**config.mk**
```make
export PLATFORM = sky130hd
export DESIGN_NAME = button_event_arbiter_flat
export DESIGN_NICKNAME = d
export VERILOG_FILES = /design/src/rtl/button_event_arbiter_if.sv /design/src/rtl/button_event_arbiter.sv /design/src/flat_wrapper.sv
export SDC_FILE = /design/constraint.sdc
export NUM_CORES = 1
export LEC_CHECK = 0
export ABC_AREA = 1
export CORE_ASPECT_RATIO = 0.5
export CORE_MARGIN = 10
export CORE_UTILIZATION = 44
export DETAILED_ROUTE_END_ITERATION = 7
export GPL_TIMING_DRIVEN = 1
export PLACE_DENSITY = 0.7
export SYNTH_ARGS = -nofsm -noshare
export SYNTH_HDL_FRONTEND = slang
export SYNTH_SLANG_ARGS = --single-unit
```
**constraint.sdc**
```tcl
create_clock -name clk -period 4.9 [get_ports clk]
set_input_delay 0.735 -clock clk [delete_from_list [all_inputs] [get_ports clk]]
set_output_delay 0.735 -clock clk [all_outputs]
set_load 0.01 [all_outputs]
```
**src/rtl/button_event_arbiter_if.sv**
```systemverilog
// Press-event handshake between the button arbiter (master) and its consumer (slave).
interface button_event_arbiter_if #(
  parameter int unsigned ID_W = 2
);
  logic            evt_valid;
  logic [ID_W-1:0] evt_id;
  logic            evt_ready;

  modport master (output evt_valid, output evt_id, input evt_ready);
  modport slave  (input evt_valid, input evt_id, output evt_ready);
endinterface

```
**src/rtl/button_event_arbiter.sv**
```systemverilog
// N-channel button front end: 2-flop sync, debounce, rise capture, and
// round-robin serialization of presses onto one valid/ready event port.
module button_event_arbiter #(
  parameter int unsigned N      = 4,
  parameter int unsigned ID_W   = 2,
  parameter int unsigned DB_CNT = 16,
  parameter int unsigned CNT_W  = 5
) (
  input  logic                   clk,
  input  logic                   rst_n,
  input  logic [N-1:0]           btn_async,
  output logic [N-1:0]           btn_level,
  output logic [N-1:0]           evt_lost,
  button_event_arbiter_if.master evt
);

  typedef enum logic {IDLE, OFFER} state_t;

  state_t           state, state_n;
  logic [N-1:0]     s1, s2;
  logic [CNT_W-1:0] cnt [N];
  logic [N-1:0]     rise, pending, pending_n, grant_mask, lost_n;
  logic [ID_W-1:0]  rr_ptr, rr_n, id_q, id_n, pick;
  logic             valid_q, valid_n, found;
  logic [31:0]      idx;

  assign evt.evt_valid = valid_q;
  assign evt.evt_id    = id_q;

  always_ff @(posedge clk or negedge rst_n) begin
    if (!rst_n) begin
      s1        <= '0;
      s2        <= '0;
      btn_level <= '0;
      for (int unsigned i = 0; i < N; i++) cnt[i] <= '0;
    end else begin
      s1 <= btn_async;
      s2 <= s1;
      for (int unsigned i = 0; i < N; i++) begin
        if (s2[i] == btn_level[i]) begin
          cnt[i] <= '0;
        end else if (cnt[i] == CNT_W'(DB_CNT - 1)) begin
          btn_level[i] <= s2[i];
          cnt[i]       <= '0;
        end else begin
          cnt[i] <= cnt[i] + CNT_W'(1);
        end
      end
    end
  end

  // A press is captured on the same edge the debounced level goes 0->1.
  always_comb begin
    rise = '0;
    for (int unsigned i = 0; i < N; i++)
      rise[i] = s2[i] && !btn_level[i] && (cnt[i] == CNT_W'(DB_CNT - 1));
  end

  always_comb begin
    found = 1'b0;
    pick  = '0;
    idx   = '0;
    for (int unsigned k = 1; k <= N; k++) begin
      idx = (32'(rr_ptr) + k) % N;
      if (!found && pending[idx[ID_W-1:0]]) begin
        found = 1'b1;
        pick  = idx[ID_W-1:0];
      end
    end
  end

  always_comb begin
    state_n    = state;
    valid_n    = valid_q;
    id_n       = id_q;
    rr_n       = rr_ptr;
    grant_mask = '0;
    unique case (state)
      IDLE: begin
        if (found) begin
          grant_mask[pick] = 1'b1;
          valid_n          = 1'b1;
          id_n             = pick;
          rr_n             = pick;
          state_n          = OFFER;
        end
      end
      OFFER: begin
        if (valid_q && evt.evt_ready) begin
          valid_n = 1'b0;
          state_n = IDLE;
        end
      end
    endcase
    // A rise coinciding with its own grant survives; otherwise a second press is dropped.
    pending_n = (pending & ~grant_mask) | rise;
    lost_n    = rise & pending & ~grant_mask;
  end

  always_ff @(posedge clk or negedge rst_n) begin
    if (!rst_n) begin
      state    <= IDLE;
      valid_q  <= 1'b0;
      id_q     <= '0;
      rr_ptr   <= ID_W'(N - 1);
      pending  <= '0;
      evt_lost <= '0;
    end else begin
      state    <= state_n;
      valid_q  <= valid_n;
      id_q     <= id_n;
      rr_ptr   <= rr_n;
      pending  <= pending_n;
      evt_lost <= lost_n;
    end
  end

endmodule

```
**src/flat_wrapper.sv**
```systemverilog
// flat-port wrapper written by rule: the top's interface ports become plain ports
module button_event_arbiter_flat 
#(
  parameter int unsigned N      = 4,
  parameter int unsigned ID_W   = 2,
  parameter int unsigned DB_CNT = 16,
  parameter int unsigned CNT_W  = 5
)
  (clk, rst_n, btn_async, btn_level, evt_lost, evt_evt_valid, evt_evt_id, evt_evt_ready);
  button_event_arbiter_if #(.ID_W(ID_W)) evt_i ();
  input  logic clk;
  input  logic rst_n;
  input  logic [N-1:0] btn_async;
  output logic [N-1:0] btn_level;
  output logic [N-1:0] evt_lost;
  output wire logic [$bits(evt_i.evt_valid)-1:0] evt_evt_valid;
  output wire logic [$bits(evt_i.evt_id)-1:0] evt_evt_id;
  input wire logic [$bits(evt_i.evt_ready)-1:0] evt_evt_ready;
  assign evt_evt_valid = evt_i.evt_valid;
  assign evt_evt_id = evt_i.evt_id;
  assign evt_i.evt_ready = evt_evt_ready;
  button_event_arbiter #(.N(N), .ID_W(ID_W), .DB_CNT(DB_CNT), .CNT_W(CNT_W)) u_core (.clk(clk), .rst_n(rst_n), .btn_async(btn_async), .btn_level(btn_level), .evt_lost(evt_lost), .evt(evt_i));
endmodule
```
After elaboration in Yosys (flattened, before gate mapping)
Index checks and enable logic that the tools add are counted.
{"block": "totals", "input_bits": 7, "register_bits": 46, "word_cells": 110, "output_inout_bits": 11}
{"block": "classes", "n_mux": 34, "n_reduce_logical": 26, "magnitude_cmp": 6, "add_sub_neg": 8, "bitwise": 10, "n_eq_ne": 10}
{"op": "$mux 5", "count": 8}
{"op": "$add 5x1->5 const B", "count": 4}
{"op": "$eq 5x4->1 const B", "count": 4}
{"op": "$lt 2x3->1 const B", "count": 5}
{"op": "$logic_and 1x1->1", "count": 13}
{"op": "$mux 1", "count": 13}
{"op": "$and 4x4->4", "count": 3}
{"op": "$reduce_and 2->1", "count": 6}
{"op": "$bmux 1 s2", "count": 4}
{"op": "$mux 2", "count": 4}
{"op": "$mux 4", "count": 2}
{"op": "$logic_not 1->1", "count": 7}
{"op": "$not 1->1", "count": 5}
{"op": "$add 2x1->2 const B", "count": 2}
{"op": "$add 2x2->2 const B", "count": 2}
{"op": "$eq 1x1->1", "count": 4}
{"op": "$not 4->4", "count": 1}
{"op": "$or 4x4->4", "count": 1}
{"op": "$pmux 1 s2", "count": 2}
{"op": "$demux 1 s2", "count": 1}
{"op": "$ge 2x1->1 const B", "count": 1}
{"op": "$ne 2x1->1 const B", "count": 1}
{"op": "$ne 2x2->1 const B", "count": 1}

Logic depth before layout (Yosys ltp)
Gate-level depths: netlist of run 1.
{"block": "logic_depth", "depth_word": 22, "depth_mapped": 14, "ltp_nobuf": 13}

Least setup slack after synthesis of run 1
OpenSTA, ideal clock, no wires.
{"block": "synth_path", "path_kind": "reg2reg", "start": "register u_core.rr_ptr[0]", "end": "register u_core.evt_lost[0]", "setup_time_ns": 0.119, "n_path_buf": 1, "stages_incl_launch_ff": 10, "arrival_ns": 1.488, "required_ns": 4.781, "slack_ns": 3.293, "synth_period_minus_slack_ns": 1.607, "cell_sequence": "dfstp_2 buf_6 nand2_1 nand2_2 nand2_2 a31oi_1 nand2_1 nor2_2 nand3_2 nor2b_4"}
{"block": "synth_via", "elab_chain_cells": 21, "word_cells_on_any_way": 35, "classes_between": "add/sub (4); order compare (2); mux (20); bitwise (2); reduce/logical (7)"}
{"element": "start: declaration", "line": "button_event_arbiter.sv:23", "source": "logic [ID_W-1:0] rr_ptr, rr_n, id_q, id_n, pick;"}
{"element": "start signal: assignment", "line": "button_event_arbiter.sv:105", "source": "rr_ptr <= ID_W'(N - 1);"}
{"element": "start signal: assignment", "line": "button_event_arbiter.sv:112", "source": "rr_ptr <= rr_n;"}
{"element": "$add 2x1->2", "line": "button_event_arbiter.sv:64", "source": "idx = (32'(rr_ptr) + k) % N;"}
{"element": "$bmux 1 s2", "line": "button_event_arbiter.sv:65", "source": "if (!found && pending[idx[ID_W-1:0]]) begin"}
{"element": "$mux 1 (implied by the code)", "line": "button_event_arbiter.sv:65"}
{"element": "$mux 1", "line": "button_event_arbiter.sv:65"}
{"element": "$logic_not 1->1", "line": "button_event_arbiter.sv:65"}
{"element": "$logic_and 1x1->1", "line": "button_event_arbiter.sv:65"}
{"element": "$mux 1", "line": "button_event_arbiter.sv:65"}
{"element": "$logic_not 1->1", "line": "button_event_arbiter.sv:65"}
{"element": "(+6 left out)"}
{"element": "$logic_and 1x1->1 (implied by the code)", "line": "button_event_arbiter.sv:81", "source": "grant_mask[pick] = 1'b1;"}
{"element": "$mux 1 (implied by the code)", "line": "button_event_arbiter.sv:81"}
{"element": "$demux 1 s2"}
{"element": "$mux 4 (*)", "line": "button_event_arbiter.sv:80", "source": "if (found) begin"}
{"element": "$mux 4 (*)", "line": "button_event_arbiter.sv:78", "source": "unique case (state)"}
{"element": "$not 4->4 (*)", "line": "button_event_arbiter.sv:97", "source": "lost_n = rise & pending & ~grant_mask;"}
{"element": "$and 4x4->4 (*)", "line": "button_event_arbiter.sv:97"}
{"element": "via u_core.lost_n[0]", "line": "button_event_arbiter.sv:22", "source": "logic [N-1:0] rise, pending, pending_n, grant_mask, lost_n;"}
{"element": "end signal: assignment", "line": "button_event_arbiter.sv:114", "source": "evt_lost <= lost_n;"}
{"element": "end: declaration", "line": "button_event_arbiter.sv:13", "source": "output logic [N-1:0] evt_lost,"}
Mark *: on every way through the listed nets, which the timed path passes. The rest lies on a longest branch. The select of a mux whose other input is x is not followed.
A chain may end at the register's enable or synchronous reset.

Final worst setup path of run 1
{"block": "layout_path", "start": "register u_core.valid_q (netlist: u_core.evt.evt_valid)", "end": "output port evt_evt_valid"}
{"element": "start: declaration", "line": "button_event_arbiter.sv:24", "source": "logic valid_q, valid_n, found;"}
{"element": "start signal: assignment", "line": "button_event_arbiter.sv:110", "source": "valid_q <= valid_n;"}
{"element": "end: declaration", "line": "flat_wrapper.sv:16", "source": "output wire logic [$bits(evt_i.evt_valid)-1:0] evt_evt_valid;"}
No word-level cell between the ends.

==> summary.txt, run 1 <==
Floorplan
  • # IOs: 18
  • Core Rows: 17
  • Die area: 8120 um^2
  • Core area: approximately 4500 um^2
  • Initial Util: 46.7%
  • Die height: 68.9 um
  • Die Span X: 118 um

Placement
  • IO buf count: 17
  • Placed inst area: 2340 um^2
  • Placed instance count: approximately 320
  • GP Congestion: 0.917
  • Post-DP HPWL: 2780 um

Layout
  • Area delta synth->final: 16.2%
  • Antenna fix cells: 0
  • # fillers: 426
  • Nets@finish: around 270
  • Fin area: 2450 um^2
  • Layout cells sized above 1: 11.9%
  • Fin cells: 326

Critical path
  • Crit-path max FO: 3
  • Slowest stage delay, CP: 550 ps
  • Critical-path top delay cell: clkdlybuf4s50_1
  • Critical path arrival: approximately 1200 ps
  • Critical path capture point type: primary output
  • CP Launch Type: register
  • Critical path required time: 4160 ps
  • CP Buf/Inv Count: 1
  • Crit-path cells: clkdlybuf4s50_1
  • Cell family with most CP delay: buffers and inverters
  • Crit Path Category: register to primary output

Global routing
  • First-pass GRT wire length: 6710 um
  • Overall global routing resource usage: 10.2%
  • Total gr overflow: 0
  • Initial antenna violation count: 0
  • Largest net degree at the start of global routing: 47
  • Vias in the first global route: between 1000 and 1500

Synthesis
  • #FFs+latches synth: 46
  • Post-Synthesis Cells: roughly 240
  • Mapped Nets: 251
  • Synth unique cells: 23
  • Ys Warns: 0
  • Synth top area cells: dfrtp_1 52%, nand2_1 11%, inv_1 5.3%
  • Synth top area share: 52.3%
  • Dominant cell type by area after synthesis: dfrtp_1
  • Mapped Area: 2110 um^2
  • Avg Cell Area, Syn: 8.93 um^2
  • Sequential area share after synthesis: 54.8%

Power
  • Total power: 0.689 mW
  • Peak VDD IR: about 0.12 mV
  • Power per cell area: 281 nW/um^2
  • Combinational share of power: around 4.9%
  • Sw Share: roughly 22%
  • Int Power: 0.535 mW
  • Reg power frac: about three fifths
  • Lkg Pwr: 1.30 nW
  • Net load switching power: 0.154 mW
  • Clock power frac: 36.9%

Routing
  • Drt first pass iters: 4
  • Remaining DRCs: 0
  • Final WL: about 3800 um
  • Drt wl/cell: 11.7 um
  • DR iter-0 viols: 58
  • Post-DRT Antenna Nets: 0
  • Vias per cell: 4.68
  • Via count: 1525

Clocking
  • Cts hold-fix bufs: 0
  • Setup Fix Bufs, Post-CTS: 0
  • Clock sink total: 46
  • Maximum clock path buffer count: 2
  • Clk root buf: clkbuf_8
  • Num CTS Buffers: 5
  • CTS tree: yes
  • Clock transition at path regs: about 80 ps
  • Latest clock arrival within the worst-skew pair: 300 ps
  • CTS resizes: 0
  • H-Tree Level Count: 2

STA
  • Clock skew: 9.91 ps
  • Endpoints failing setup: 0
  • Slew @ Worst Pin: 995 ps
  • Final slew viol count: 0
  • Final min period: 1950 ps
  • Slew headroom: 33.7%
  • Fmax: 513 MHz
  • RSZ-0062 raised after global routing: no
  • Hold Vio Cnt, Final: 0
  • Post-route setup TNS: 0 ps
  • Hold slack final: 356 ps
  • Crit share post-route: 39.8%

Run
  • Max-cap viol count: 0

Worst hold path
  • Worst min path class: register to register

Status
  • Status: finished clean
## kinds of logic after synthesis
group                    count (synthesis)  synth area share (%)
buffers and inverters                   35                  7.07
adder cells (fa/ha/maj)                  8                  4.75
AO/OA/AOI/OAI                           19                  4.63
XOR/XNOR                                 4                  1.66
AND/OR/NAND/NOR                        124                  27.1
flip-flops                              46                  54.8
## layout make-up
class	count	area [um^2]	share of cell area (%)
sequential	46	1150	47.1
multi-input combinational	155	805	32.9
timing repair buffer	17	165	6.74
inverter	34	138	5.62
clock buffer	7	96.3	3.93
tap	66	82.6	3.37
clock inverter	1	8.76	0.358
## power groups by stage
stage | clock network (mW) | registers (mW) | logic [mW]
global route | 0.285 | 0.403 | 0.0406
CTS | 0.261 | 0.401 | 0.0351
global placement | 0 | 0.408 | 0.0328
detailed placement | 0 | 0.409 | 0.0345
floorplan | 0 | 0.407 | 0.0183
finish | 0.254 | 0.401 | 0.0336
## metrics by stage
step	util (%)	setup slack [ps]
after floorplan	-	3290
after global placement	52.0	3190
after detailed placement	52.0	3120
after CTS	54.3	2940
after global routing	54.3	2890
final	54.3	2950
## sequential cells by signal, indices dropped and copies added, names as in the netlist
register	cells
u_core.cnt	20
u_core.evt.evt_id	2
u_core.evt.evt_valid	1
u_core.rr_ptr	2
u_core.pending	4
u_core.state	1
u_core.s1	4
u_core.evt_lost	4
u_core.s2	4
u_core.btn_level	4
## synthesized netlist by cell type
cell     count
nor2b_4      1
nand4_1      1
inv_1       30
nand2_4      3
nand2_2      6
o21ai_0      8
nand3_2      3
dfstp_2      2
nor2_2       1
xor2_1       4
a21oi_1      7
nor2_1      30
nand2_1     61
inv_2        2
dfrtp_1     44
inv_4        1
inv_8        1
o21ai_1      2
ha_1         8
nor2_4       2
nand3_1     16
a31oi_1      2
buf_6        1
## layout by cell type, fill, tap and decap left out
cell type | Yosys | final
nand2_1 | 61 | 61
nand4_1 | 1 | 1
nand3_2 | 3 | 3
o21ai_0 | 8 | 8
a21oi_1 | 7 | 7
inv_8 | 1 | 1
xor2_1 | 4 | 4
nand2_2 | 6 | 6
dfstp_2 | 2 | 2
dfrtp_1 | 44 | 44
inv_4 | 1 | 1
ha_1 | 8 | 8
inv_1 | 30 | 30
buf_2 | 0 | 1
a31oi_1 | 2 | 2
inv_2 | 2 | 2
nand3_1 | 16 | 16
nor2b_4 | 1 | 1
clkdlybuf4s50_1 | 0 | 16
clkbuf_8 | 0 | 7
clkinv_4 | 0 | 1
nor2_4 | 2 | 2
nand2_4 | 3 | 3
nor2_1 | 30 | 30
o21ai_1 | 2 | 2
nor2_2 | 1 | 1
## layer usage
metal / global-route usage, % / vias up / part of all wire [%]
li1: - / 776 / -
met1: 11.8 / 712 / 49
met2: 17.6 / 33 / 46
met3: 3.56 / 4 / 4.0
met4: 3.82 / 0 / 1.1
met5: 0 / - / 0
## final timing paths
kind / startpoint / end / depth (start not counted) / slack, ps
worst max-delay path: u_core.evt.evt_valid$_DFFE_PN0P_ / evt_evt_valid / 1 / 2950
worst min-delay path: u_core.s1[0]$_DFF_PN0_ / u_core.s2[0]$_DFF_PN0_ / 0 / 360
worst max register to register: u_core.rr_ptr[0]$_DFFE_PN1P_ / u_core.evt_lost[0]$_DFF_PN0_ / 8 / 3060
worst min register to register: u_core.s1[0]$_DFF_PN0_ / u_core.s2[0]$_DFF_PN0_ / 0 / 360
max in group asynchronous: rst_n / u_core.evt.evt_valid$_DFFE_PN0P_ / 1 / 3680
min in group asynchronous: rst_n / u_core.pending[3]$_DFF_PN0_ / 1 / 610
(Power assumes the default switching activity.)
==> inputs of run 2 (changes only) <==
==> constraint.sdc (replaced) <==
create_clock -name clk -period 1.9 [get_ports clk]
set_input_delay 0.285 -clock clk [delete_from_list [all_inputs] [get_ports clk]]
set_output_delay 0.285 -clock clk [all_outputs]
set_load 0.01 [all_outputs]
==> summary.txt, run 2 (synthesis results as in run 1) <==
STA
  • Hold Vio Cnt, Final: 0 (unchanged)
  • Crit share post-route: 91.2%
  • Final slew viol count: 0 (unchanged)
  • Post-route setup TNS: 0 ps (unchanged)
  • Hold slack final: 361 ps (was 356 ps)
  • RSZ-0062 raised after global routing: no (unchanged)
  • Slew headroom: 67.3% (was 33.7%)
  • Fmax: 577 MHz
  • Endpoints failing setup: 0 (unchanged)
  • Final min period: 1730 ps
  • Clock skew: 1.74 ps (was 9.91 ps)
  • Slew @ Worst Pin: 491 ps (was 995 ps)

Clocking
  • Clock sink total: 46 (unchanged)
  • H-Tree Level Count: 2 (unchanged)
  • Maximum clock path buffer count: 2 (unchanged)
  • Clk root buf: clkbuf_8 (unchanged)
  • Num CTS Buffers: 5 (unchanged)
  • Clock transition at path regs: 80 ps (about the same)
  • CTS tree: yes (unchanged)
  • Latest clock arrival within the worst-skew pair: 300 ps (about the same)

Layout
  • # fillers: 418 (was 426)
  • Max reg flops: 20 (unchanged)
  • Most common cell after layout, fill and taps aside: nand2_1 (unchanged)
  • Nets@finish: 278 (was 274)
  • Most frequent cells in the layout: 61 x nand2_1, 44 x dfrtp_1, 30 x inv_1, 30 x nor2_1 (unchanged)
  • Layout cells sized above 1: 12.1% (was 11.9%)
  • Antenna fix cells: 0 (unchanged)
  • Area delta synth->final: 17.5% (was 16.2%)
  • Top reg by flops: u_core.cnt (unchanged)
  • Fin util: 54.9% (was 54.3%)

Critical path
  • Cell family with most CP delay: simple AND/OR/NAND/NOR gates (was buffers and inverters)
  • Critical path capture point type: register (was primary output)
  • Critical-path top delay cell: dfstp_2 (was clkdlybuf4s50_1)
  • Critical path required time: 2100 ps (was 4160 ps)
  • Crit-path cells: buf_12 -> nand2_1 -> nand2_2 -> nand2_2 -> a31oi_1 -> nand2_1 -> nor2_4 -> nand3_2 -> nor2b_4 (was clkdlybuf4s50_1)
  • Crit-path max FO: 5 (was 3)
  • CP Buf/Inv Count: 1 (unchanged)
  • Critical path arrival: 1930 ps (was 1210 ps)
  • Crit Path Category: register to register (was register to primary output)
  • CP Launch Type: register (unchanged)
  • Slowest stage delay, CP: 560 ps (was 550 ps)

Routing
  • Vias per cell: 4.61 (was 4.68)
  • Final WL: 3710 um (was 3820 um)
  • DR iter-0 viols: 60 (was 58)
  • Remaining DRCs: 0 (unchanged)
  • Via count: 1522 (was 1525)
  • Post-DRT Antenna Nets: 0 (unchanged)
  • Drt first pass iters: 4 (unchanged)
  • Drt wl/cell: 11.2 um (was 11.7 um)

Run
  • Max-cap viol count: 0 (unchanged)

Global routing
  • Largest net degree at the start of global routing: 25 (was 47)
  • First-pass GRT wire length: 6430 um (was 6710 um)
  • Initial antenna violation count: 0 (unchanged)
  • Overall global routing resource usage: 10.0% (was 10.2%)
  • Vias in the first global route: 1402 (was 1496)
  • Total gr overflow: 0 (unchanged)

Power
  • Power per cell area: 688 nW/um^2 (was 281 nW/um^2)
  • Total power: 1.70 mW (was 0.689 mW)
  • Lkg Pwr: 1.31 nW (was 1.30 nW)
  • Peak VDD IR: 0.275 mV (was 0.122 mV)

Worst hold path
  • Worst min path class: register to register (unchanged)

Floorplan
  • Die height: 68.9 um (unchanged)
  • Initial Util: 46.7% (unchanged)
  • Die area: 8120 um^2 (unchanged)
  • Core Rows: 17 (unchanged)
  • Die Span X: 118 um (unchanged)
  • Core area: 4510 um^2 (unchanged)
  • # IOs: 18 (unchanged)

Placement
  • GP Congestion: 0.898 (was 0.917)
  • IO buf count: 17 (unchanged)
  • Post-DP HPWL: 2800 um (was 2780 um)

Status
  • Status: finished clean (unchanged)
run 2: cell count changes in the layout (fill, tap and decap cells not counted), sizes merged:
cell | previous run | this run
clkinv | 1 | 0
buf | 1 | 4
clkinvlp | 0 | 1
dlygate4sd3 | 0 | 1
run 2: worst paths after layout:
path,startpoint,to,slack [ps],cells after the start
setup / recovery,u_core.rr_ptr[0]$_DFFE_PN1P_,u_core.evt_lost[0]$_DFF_PN0_,170,9
hold / removal,u_core.s1[2]$_DFF_PN0_,u_core.s2[2]$_DFF_PN0_,360,0
setup reg to reg,u_core.rr_ptr[0]$_DFFE_PN1P_,u_core.evt_lost[0]$_DFF_PN0_,170,9
hold reg to reg,u_core.s1[2]$_DFF_PN0_,u_core.s2[2]$_DFF_PN0_,360,0
max in group asynchronous,rst_n,u_core.cnt[8]$_DFF_PN0_,720,3
min in group asynchronous,rst_n,u_core.cnt[1]$_DFF_PN0_,480,2
run 2: power by group:
group	internal (mW)	leakage (nW)	switching [mW]	total (mW)
logic	0.0357	0.662	0.0553	0.0910
registers	1.01	0.605	0.0229	1.04
clock network	0.260	0.0385	0.316	0.577
run 2: stage by stage:
stage / setup slack [ps] / instances / cell area [um^2]
6_report: 166 / 330 / 2470
5_1_grt: 6.94 / 330 / 2470
4_1_cts: 99.8 / 328 / 2440
3_5_place_dp: 128 / 319 / 2350
3_3_place_gp: 161 / 319 / 2350
2_1_floorplan: 293 / 236 / 2110
run 2: area by class of cell:
class	instances	area [um^2]	share of cell area, %
clock buffer	7	76.3	3.08
clock inverter	1	7.51	0.303
inverter	34	138	5.56
multi-input combinational	155	810	32.7
sequential	46	1150	46.6
tap	66	82.6	3.34
timing repair buffer	21	208	8.39
run 2: metal layers:
metal | share of wire (%) | GRT usage (%) | vias to the layer above
li1 | - | - | 784
met1 | 48 | 12.3 | 709
met2 | 44 | 15.2 | 25
met3 | 5.9 | 4.13 | 4
met4 | 1.3 | 5.35 | 0
met5 | 0 | 0 | -
run 2: what timing repair did:
item	in CTS	in global routing
hold buffers	1	0
hold endpoints to repair	20	0
endpoints found under the setup margin	0	7
buffers inserted	0	2
gates resized for setup	0	2
==> inputs of run 3 (changes only) <==
--- a/config.mk
+++ b/config.mk
@@ -12,6 +12,8 @@
 export DETAILED_ROUTE_END_ITERATION = 7
 export GPL_TIMING_DRIVEN = 1
 export PLACE_DENSITY = 0.7
+export REMOVE_ABC_BUFFERS = 1
 export SYNTH_ARGS = -nofsm -noshare
 export SYNTH_HDL_FRONTEND = slang
 export SYNTH_SLANG_ARGS = --single-unit
+export TNS_END_PERCENT = 1
==> summary.txt, run 3 (synthesis results as in run 1) <==
Power
  • Total power: 1.86 mW (was 1.70 mW)
  • Clock power frac: 39.4% (was 33.9%)
  • Net load switching power: 0.415 mW (was 0.395 mW)
  • Sw Share: 22.3% (was 23.2%)
  • Power per cell area: 737 nW/um^2 (was 688 nW/um^2)
  • Reg power frac: 55.7% (was 60.8%)
  • Combinational share of power: 4.9% (was 5.3%)
  • Int Power: 1.44 mW (was 1.31 mW)
  • Lkg Pwr: 1.33 nW (was 1.31 nW)
  • Peak VDD IR: 0.405 mV (was 0.275 mV)

Floorplan
  • Initial Util: 46.7% (unchanged)
  • Die height: 68.9 um (unchanged)
  • Die area: 8120 um^2 (unchanged)
  • # IOs: 18 (unchanged)
  • Core area: 4510 um^2 (unchanged)
  • Die Span X: 118 um (unchanged)
  • Core Rows: 17 (unchanged)

Critical path
  • Crit Path Category: register to register (unchanged)
  • R2R cell count: 12 (was 9)
  • CP Buf/Inv Count: 2 (was 1)
  • Critical path capture point type: register (unchanged)
  • Crit-path cells: buf_12 -> inv_8 -> nand2_1 -> nand2_1 -> nand2_1 -> nand2_2 -> nor2_4 -> nand3_1 -> nand3_2 -> nand3_1 -> nand2_1 -> nand2_1 (was buf_12 -> nand2_1 -> nand2_2 -> nand2_2 -> a31oi_1 -> nand2_1 -> nor2_4 -> nand3_2 -> nor2b_4)
  • Most common cell type on the critical path: nand2_1
  • Critical path required time: 2100 ps (about the same)
  • Reg2reg end: u_core.pending[2]$_DFF_PN0_ (was u_core.evt_lost[0]$_DFF_PN0_)
  • Reg-to-reg critical path startpoint: u_core.rr_ptr[0]$_DFFE_PN1P_ (unchanged)
  • Critical path arrival: 1940 ps (was 1930 ps)
  • Cell family with most CP delay: simple AND/OR/NAND/NOR gates (unchanged)
  • Critical-path top delay cell: dfstp_2 (unchanged)
  • CP Launch Type: register (unchanged)
  • R2r setup slk: 160 ps (was 170 ps)
  • Crit-path max FO: 9 (was 5)
  • Slowest stage delay, CP: 560 ps (about the same)

Routing
  • Via count: 1527 (was 1522)
  • DR iter-0 viols: 66 (was 60)
  • Drt first pass iters: 4 (unchanged)
  • Remaining DRCs: 0 (unchanged)
  • Vias per cell: 4.61 (about the same)
  • Drt wl/cell: 11.3 um (was 11.2 um)
  • Final WL: 3740 um (was 3710 um)
  • Post-DRT Antenna Nets: 0 (unchanged)

Worst hold path
  • Worst min path class: register to register (unchanged)
  • Hold_sp: u_core.s1[2]$_DFF_PN0_ (unchanged)
  • Min-Delay Path Depth: 0 (unchanged)
  • Hold EP: u_core.s2[2]$_DFF_PN0_ (unchanged)

Clocking
  • Num CTS Buffers: 5 (unchanged)
  • Maximum clock path buffer count: 2 (unchanged)
  • H-Tree Level Count: 2 (unchanged)
  • Clk root buf: clkbuf_8 (unchanged)
  • Latest clock arrival within the worst-skew pair: 300 ps (about the same)
  • Clock transition at path regs: 90 ps (was 80 ps)
  • Clock sink total: 46 (unchanged)
  • CTS tree: yes (unchanged)

STA
  • Slew @ Worst Pin: 594 ps (was 491 ps)
  • Fmax: 575 MHz (was 577 MHz)
  • RSZ-0062 raised after global routing: no (unchanged)
  • Hold slack final: 355 ps (was 361 ps)
  • Post-route setup TNS: 0 ps (unchanged)
  • Final slew viol count: 0 (unchanged)
  • Hold Vio Cnt, Final: 0 (unchanged)
  • Clock skew: 10.0 ps (was 1.74 ps)
  • Slew headroom: 60.4% (was 67.3%)
  • Final min period: 1740 ps (was 1730 ps)
  • Endpoints failing setup: 0 (unchanged)
  • Crit share post-route: 91.5% (was 91.2%)

Run
  • Max-cap viol count: 0 (unchanged)

Layout
  • Antenna fix cells: 0 (unchanged)
  • Layout cells sized above 1: 14.0% (was 12.1%)
  • Nets@finish: 279 (was 278)
  • Area delta synth->final: 19.6% (was 17.5%)
  • Most common cell after layout, fill and taps aside: nand2_1 (unchanged)
  • Top reg by flops: u_core.cnt (unchanged)
  • Max reg flops: 20 (unchanged)
  • Most frequent cells in the layout: 60 x nand2_1, 44 x dfrtp_1, 30 x inv_1, 30 x nor2_1 (was 61 x nand2_1, 44 x dfrtp_1, 30 x inv_1, 30 x nor2_1)

Global routing
  • Overall global routing resource usage: 10.1% (was 10.0%)
  • Vias in the first global route: 1518 (was 1402)
  • First-pass GRT wire length: 6740 um (was 6430 um)
  • Total gr overflow: 0 (unchanged)
  • Initial antenna violation count: 0 (unchanged)
  • Largest net degree at the start of global routing: 27 (was 25)

Placement
  • GP Congestion: 0.885 (was 0.898)
  • IO buf count: 17 (unchanged)
  • Post-DP HPWL: 2800 um (about the same)

Status
  • Status: finished clean (unchanged)
-- run 3: layer usage --
metal	vias to the layer above	wire (um)	GRT usage, %	share of wire [%]
met5	-	0	0	0
met4	0	68	5.35	1.8
met3	5	134	2.19	3.6
met2	21	1690	17.0	45
met1	719	1850	12.4	49
li1	782	-	-	-
-- run 3: power by group through the flow --
| stage | logic (mW) | clock network, mW | registers (mW) |
|---|---|---|---|
| global route | 0.111 | 0.789 | 1.04 |
| floorplan | 0.0473 | 0 | 1.05 |
| CTS | 0.0947 | 0.750 | 1.03 |
| finish | 0.0919 | 0.732 | 1.03 |
| detailed placement | 0.0925 | 0 | 1.05 |
| global placement | 0.0880 | 0 | 1.05 |
-- run 3: metrics by stage --
step	cells	utilization (%)	instance area, um^2	worst slack (ps)
final	331	55.9	2520	162
after global placement	320	52.3	2360	161
after CTS	329	55.0	2480	106
after global routing	331	55.9	2520	10.7
after detailed placement	320	52.3	2360	132
after floorplan	235	-	2100	272
-- run 3: area by class of cell --
cell class / instances / area [um^2]
multi-input combinational: 155 / 818
timing repair buffer: 22 / 215
tap: 66 / 82.6
clock buffer: 5 / 68.8
sequential: 46 / 1150
clock inverter: 3 / 43.8
fill: 411 / 1990
inverter: 34 / 138
-- run 3: worst max path at each step --
stage                            startpoint                            to  cells past startpoint
4_1_cts        u_core.rr_ptr[0]$_DFFE_PN1P_   u_core.pending[0]$_DFF_PN0_                      9
3_5_place_dp   u_core.rr_ptr[0]$_DFFE_PN1P_  u_core.evt_lost[0]$_DFF_PN0_                      8
2_1_floorplan  u_core.rr_ptr[0]$_DFFE_PN1P_  u_core.evt_lost[0]$_DFF_PN0_                      8
6_report       u_core.rr_ptr[0]$_DFFE_PN1P_   u_core.pending[2]$_DFF_PN0_                     12
3_3_place_gp   u_core.rr_ptr[0]$_DFFE_PN1P_   u_core.pending[2]$_DFF_PN0_                     11
5_1_grt        u_core.rr_ptr[0]$_DFFE_PN1P_   u_core.pending[0]$_DFF_PN0_                     12
-- run 3: what timing repair did --
item | 4_1_cts | 5_1_grt
setup endpoints to repair | 0 | 5
hold buffers | 1 | 0
gates resized for setup | 0 | 3
setup buffers | 0 | 2
endpoints found under the hold margin | 12 | 0
-- run 3: worst reg2reg max path, stage by stage, from the launching register on --
cell and delay, ps:
dfstp_2 560, buf_12 120, inv_8 40, nand2_1 80
nand2_1 80, nand2_1 80, nand2_2 70, nor2_4 110
nand3_1 130, nand3_2 130, nand3_1 110, nand2_1 80
nand2_1 50
